File: src/rtl/char_mem_sched.sv
// Single-port char_memory arbiter: renderer reads win, host glyph loads fill free cycles.
// Optional read-back check of each loaded glyph under CHAR_MEM_SCHED_VERIFY_EN.
module char_mem_sched #(
    parameter int COLS = 4,
    parameter int ROWS = 5,
    parameter int XW   = 2,
    parameter int YW   = 3
) (
    input  logic                   clock,
    input  logic                   rst,
    input  logic                   rd_req,
    input  logic [XW-1:0]          rd_x,
    input  logic [YW-1:0]          rd_y,
    output logic                   rd_valid,
    output logic                   rd_data,
    input  logic                   ld_valid,
    output logic                   ld_ready,
    input  logic [COLS*ROWS-1:0]   ld_glyph,
    output logic                   ld_busy,
    output logic                   ld_done,
    output logic                   ld_err,
    output logic                   mem_write,
    output logic [XW-1:0]          mem_x,
    output logic [YW-1:0]          mem_y,
    output logic                   mem_data_in,
    input  logic                   mem_data_out
);

    localparam int CELLS = COLS * ROWS;
    localparam int CW    = $clog2(CELLS);

`ifdef CHAR_MEM_SCHED_VERIFY_EN
    localparam bit VERIFY_EN = 1'b1;
`else
    localparam bit VERIFY_EN = 1'b0;
`endif

    typedef enum logic [1:0] {
        IDLE,
        LOAD,
        VERIFY,
        DONE
    } state_t;

    state_t           state;
    state_t           state_nxt;
    logic [CELLS-1:0] glyph;
    logic [CW-1:0]    cnt;
    logic             free;
    logic             last;
    logic             active;
    logic             accept;
    logic [XW-1:0]    cnt_x;
    logic [YW-1:0]    cnt_y;

    assign free   = !rd_req;
    assign last   = (cnt == CW'(CELLS - 1));
    assign active = (state == LOAD) || (state == VERIFY);
    assign accept = ld_valid && ld_ready;
    assign cnt_x  = XW'(32'(cnt) % COLS);
    assign cnt_y  = YW'(32'(cnt) / COLS);

    always_ff @(posedge clock or posedge rst) begin
        if (rst) begin
            state <= IDLE;
        end else begin
            state <= state_nxt;
        end
    end

    always_comb begin
        state_nxt = state;
        unique case (state)
            IDLE:   if (ld_valid) state_nxt = LOAD;
            LOAD:   if (free && last) state_nxt = VERIFY_EN ? VERIFY : DONE;
            VERIFY: if (free && last) state_nxt = DONE;
            DONE:   state_nxt = IDLE;
            default: state_nxt = IDLE;
        endcase
    end

    // Display requests own the port outright; the loader only sees leftover cycles.
    always_comb begin
        ld_ready    = (state == IDLE);
        ld_busy     = active;
        ld_done     = (state == DONE);
        mem_write   = 1'b0;
        mem_x       = '0;
        mem_y       = '0;
        mem_data_in = 1'b0;
        if (rd_req) begin
            mem_x = rd_x;
            mem_y = rd_y;
        end else if (state == LOAD) begin
            mem_write   = 1'b1;
            mem_x       = cnt_x;
            mem_y       = cnt_y;
            mem_data_in = glyph[cnt];
        end else if (state == VERIFY) begin
            mem_x = cnt_x;
            mem_y = cnt_y;
        end
    end

    always_ff @(posedge clock or posedge rst) begin
        if (rst) begin
            glyph <= '0;
            cnt   <= '0;
        end else begin
            if (accept) begin
                glyph <= ld_glyph;
                cnt   <= '0;
            end else if (active && free) begin
                cnt <= last ? '0 : cnt + 1'b1;
            end
        end
    end

    always_ff @(posedge clock or posedge rst) begin
        if (rst) begin
            rd_valid <= 1'b0;
            rd_data  <= 1'b0;
        end else begin
            rd_valid <= rd_req;
            if (rd_req) begin
                rd_data <= mem_data_out;
            end
        end
    end

`ifdef CHAR_MEM_SCHED_VERIFY_EN
    logic err_q;

    always_ff @(posedge clock or posedge rst) begin
        if (rst) begin
            err_q <= 1'b0;
        end else if (accept) begin
            err_q <= 1'b0;
        end else if (state == VERIFY && free && mem_data_out != glyph[cnt]) begin
            err_q <= 1'b1;
        end
    end

    assign ld_err = err_q;
`else
    assign ld_err = 1'b0;
`endif

endmodule

File: config.mk
export PLATFORM = sky130hd
export DESIGN_NAME = char_mem_sched
export DESIGN_NICKNAME = d
export VERILOG_FILES = /design/src/rtl/char_mem_sched.sv
export SDC_FILE = /design/constraint.sdc
export NUM_CORES = 1
export LEC_CHECK = 0
export ABC_AREA = 1
export CAP_MARGIN = 0
export CORE_MARGIN = 2
export CORE_UTILIZATION = 30
export DETAILED_ROUTE_END_ITERATION = 8
export PLACE_DENSITY_LB_ADDON = 0.05
export SLEW_MARGIN = 5
export SYNTH_ARGS = -nofsm -noshare
export SYNTH_HDL_FRONTEND = slang
export SYNTH_SLANG_ARGS = --single-unit
File: constraint.sdc
create_clock -name clock -period 4.09 [get_ports clock]
set_clock_uncertainty 0.05 [all_clocks]
set_input_delay 0.6135 -clock clock [delete_from_list [all_inputs] [get_ports clock]]
set_output_delay 0.6135 -clock clock [all_outputs]
set_load 0.01 [all_outputs]
==> metrics.md <==
| Metric | Value |
|---|---|
| Rows | 26 |
| PnR Total Power | about 1400 uW |
| Setup TNS after final layout | 0 ns |
| Seq/Total Area, Yosys | around 47% |
| Clock latency at the later pin of the worst-skew pair | 0.28 ns |
| Worst slack at placement | 1.28 ns |
| H-tree depth | 2 |
| WS Path Type | reg2out |
| Overall fraction of global-route tracks in use | 12.7% |
| Pwr dens | 657 mW/mm2 |
| Leading area contributor after synthesis | sky130_fd_sc_hd__dfrtp_1 |
| Number of violations reported at the end of detailed-routing iteration 0 | 66 |
| Setup repair bufs after CTS | 0 |
| Overall via count from detail_route | 1,265 |
| FF-to-FF Start | state[0]$_DFFE_PP0P_ |
| Cell area after synthesis | 0.00156 mm2 |
| Post-layout min period | 2.94 ns |
| Total Die Area | just under 0.006 mm2 |
| Total number of yosys warnings | 0 |
| Total clock buffers created by CTS | 5 |
| Count of buffers from port buffering | 41 |
| Maximum number of pins on one net before global-route repair | 30 |
| Slew Limit Headroom | 26.0% |
| Number of clock sinks | 29 |
| Clock tree from TritonCTS | done |
| Kind of start point of the critical path | flip-flop |
| Startpoint of the tightest hold check path | rd_data$_DFFE_PP0P_ |
| Final clock period utilization by the worst path | 71.9% |
| Total DRC errors in the routed layout | 0 |
| Distinct cells, synth | 25 |
| Antenna violation net count after detailed routing | 0 |
| Pre-Repair DR Iteration Count | 4 |
| Static leakage | between 0.0009 and 0.001 uW |
| Max-slew violation count | 0 |
| IR Drop Worst-Case VDD | 0.272 mV |
| Global-route wire length before repair | ~6.0 mm |
| Count of endpoints failing hold in the final timing report | 0 |
| Routed length per instance | 11.5 um |
| Final HPWL from detailed placement | 2.50 mm |
| Antenna diode count | 0 |
| Top-area cell type share of the netlist area | 46.6% |
| WL final | 3.35 mm |
| Ratio of cells with drive above 1 in the final layout | 13.6% |
| Global-route congestion overflow total | 0 |
| Number of antenna violations at the first check in global routing | 0 |
| Vertical die dimension | 76.1 um |
| CTS root buffer | sky130_fd_sc_hd__clkbuf_8 |
| Final net count | 256 |
| Data arrival time of the worst path | 2.28 ns |
| Highest achievable clock rate | 340 MHz |
| Signed area change from the synthesized netlist to the final layout | 35.1% |
| Vias in the first global route | approximately 1,300 |
| Count of endpoints failing setup in the final report | 0 |
| Number of top-level design ports | 43 |
| X dimension of the die | 76.1 um |
| Setup repair after global routing missed its margin | no |
| Number of synthesized register bits | 29 |
| Clock slew at the register clock pins of the worst setup and hold paths | around 0.06 ns |
| Effective utilization at floorplan | 30.7% |
| CORE AREA | 0.00507 mm2 |
| Net count after synthesis | 214 |
| Critical Path Fanout Max | 16 |
| Cells resized by post-CTS repair | 0 |
| Average cell area after synthesis | between 8 and 9 um2 |
| Max-Cap Viols | 0 |
| Top cells by area in the synthesized netlist | sky130_fd_sc_hd__dfrtp_1 (47%), sky130_fd_sc_hd__nand2_1 (9.6%), sky130_fd_sc_hd__mux2_2 (8.7%), sky130_fd_sc_hd__nand3_1 (5.8%), sky130_fd_sc_hd__ha_1 (4.8%) |
| Worst path setup slack after routing | between 1 and 1.5 ns |
| Number of cells produced by synthesis | 178 |
| Worst Tran Pin Value | about 1.1 ns |
| Required time worst endpoint | 3.43 ns |
| Critical path endpoint category | primary output |
| Number of vias per cell | 4.36 |
| Final GP Congestion | 0.736 |
| Clock tree buffer depth | 2 |
| Class of the tightest hold or removal check | reg2reg |
| Critical path origin | cnt[0]$_DFFE_PP0P_ |
| Number of buffers inserted by hold repair at cts | 0 |
| Outcome | complete, no violations |
placed cells by master, fill, tap and decap left out, drive strengths merged, types with 2 or more instances in the layout:
cell / synthesis / final
a21oi: 11 / 11
clkbuf: 1 / 7
clkdlybuf4s50: 0 / 41
dfrtp: 29 / 29
ha: 6 / 6
inv: 20 / 20
mux2: 12 / 12
nand2: 41 / 41
nand3: 23 / 23
nor2: 13 / 13
o21ai: 7 / 7
o22ai: 3 / 3
xor2: 2 / 2
sequential cells by signal (all words and copies together) (netlist names):
name / cells
state: 2
rd_data: 1
glyph: 20
rd_valid: 1
cnt: 5
power breakdown:
part	internal, uW	switching (uW)
logic	304	324
clock network	133	99.4
registers	416	105
total	854	529
worst paths after layout:
check | depth (start not counted) | endpoint | slack (ns)
min | 2 | rd_data$_DFFE_PP0P_ | 0.44
max reg2reg | 7 | cnt[2]$_DFFE_PP0P_ | 2.10
min reg2reg | 2 | rd_data$_DFFE_PP0P_ | 0.44
min in group asynchronous | 2 | glyph[1]$_DFFE_PP0P_ | 0.87
max | 9 | mem_data_in | 1.15
max in group asynchronous | 2 | cnt[1]$_DFFE_PP0P_ | 2.45
metrics by stage:
step | hold slack [ns] | instances | cell area, um2 | utilization, %
4_1_cts | 0.443 | 290 | 2100 | 41.5
6_report | 0.440 | 290 | 2100 | 41.5
3_3_place_gp | 0.444 | 283 | 2020 | 39.8
5_1_grt | 0.455 | 290 | 2100 | 41.5
2_1_floorplan | 0.424 | 178 | 1560 | -
3_5_place_dp | 0.428 | 283 | 2020 | 39.8
Yosys cell counts:
cell type                   n
sky130_fd_sc_hd__a21o_1     1
sky130_fd_sc_hd__a21oi_1   10
sky130_fd_sc_hd__a21oi_2    1
sky130_fd_sc_hd__buf_2      3
sky130_fd_sc_hd__buf_4      2
sky130_fd_sc_hd__buf_6      1
sky130_fd_sc_hd__clkbuf_1   1
sky130_fd_sc_hd__conb_1     1
sky130_fd_sc_hd__dfrtp_1   29
sky130_fd_sc_hd__ha_1       6
sky130_fd_sc_hd__inv_1     18
sky130_fd_sc_hd__inv_2      2
sky130_fd_sc_hd__mux2_2    12
sky130_fd_sc_hd__nand2_1   40
sky130_fd_sc_hd__nand2_2    1
sky130_fd_sc_hd__nand3_1   18
sky130_fd_sc_hd__nand3_2    5
sky130_fd_sc_hd__nand4_1    1
sky130_fd_sc_hd__nor2_1    12
sky130_fd_sc_hd__nor2_2     1
sky130_fd_sc_hd__o21ai_0    3
sky130_fd_sc_hd__o21ai_1    4
sky130_fd_sc_hd__o22ai_1    3
sky130_fd_sc_hd__or2_2      1
sky130_fd_sc_hd__xor2_1     2
cells by family (layout without fill, tap and decap cells):
logic type	after synthesis	after routing	share of synthesized area [%]
other cells	1	1	0.241
fa+ha+maj	6	6	4.82
compound gates	22	22	7.71
mux	12	12	8.67
buf+inv	27	69	7.71
simple gates	79	79	23.1
flops	29	29	46.6
xor+xnor	2	2	1.12
layer usage:
layer  global-route usage [%]  share of wire (%)
met1                     15.1                 45
met2                     21.7                 48
met3                     4.38                5.1
met4                     3.82                1.3
met5                        0                  0
critical path: stages (launching register included):
cell and delay, ns:
sky130_fd_sc_hd__dfrtp_1 0.68, sky130_fd_sc_hd__inv_2 0.19, sky130_fd_sc_hd__nand2_1 0.10, sky130_fd_sc_hd__nand3_1 0.06
sky130_fd_sc_hd__nand3_1 0.10, sky130_fd_sc_hd__nand2_1 0.06, sky130_fd_sc_hd__nand2_1 0.07, sky130_fd_sc_hd__nand3_2 0.07
sky130_fd_sc_hd__a21oi_2 0.12, sky130_fd_sc_hd__clkdlybuf4s50_1 0.54
layout make-up:
| class | count | area, um2 |
|---|---|---|
| tap | 70 | 87.6 |
| timing repair buffer | 42 | 418 |
| clock buffer | 7 | 86.3 |
| sequential | 29 | 726 |
| multi-input combinational | 122 | 712 |
| inverter | 20 | 75.1 |
| fill | 545 | 2970 |
No activity file was read; power rests on OpenSTA's default activity.
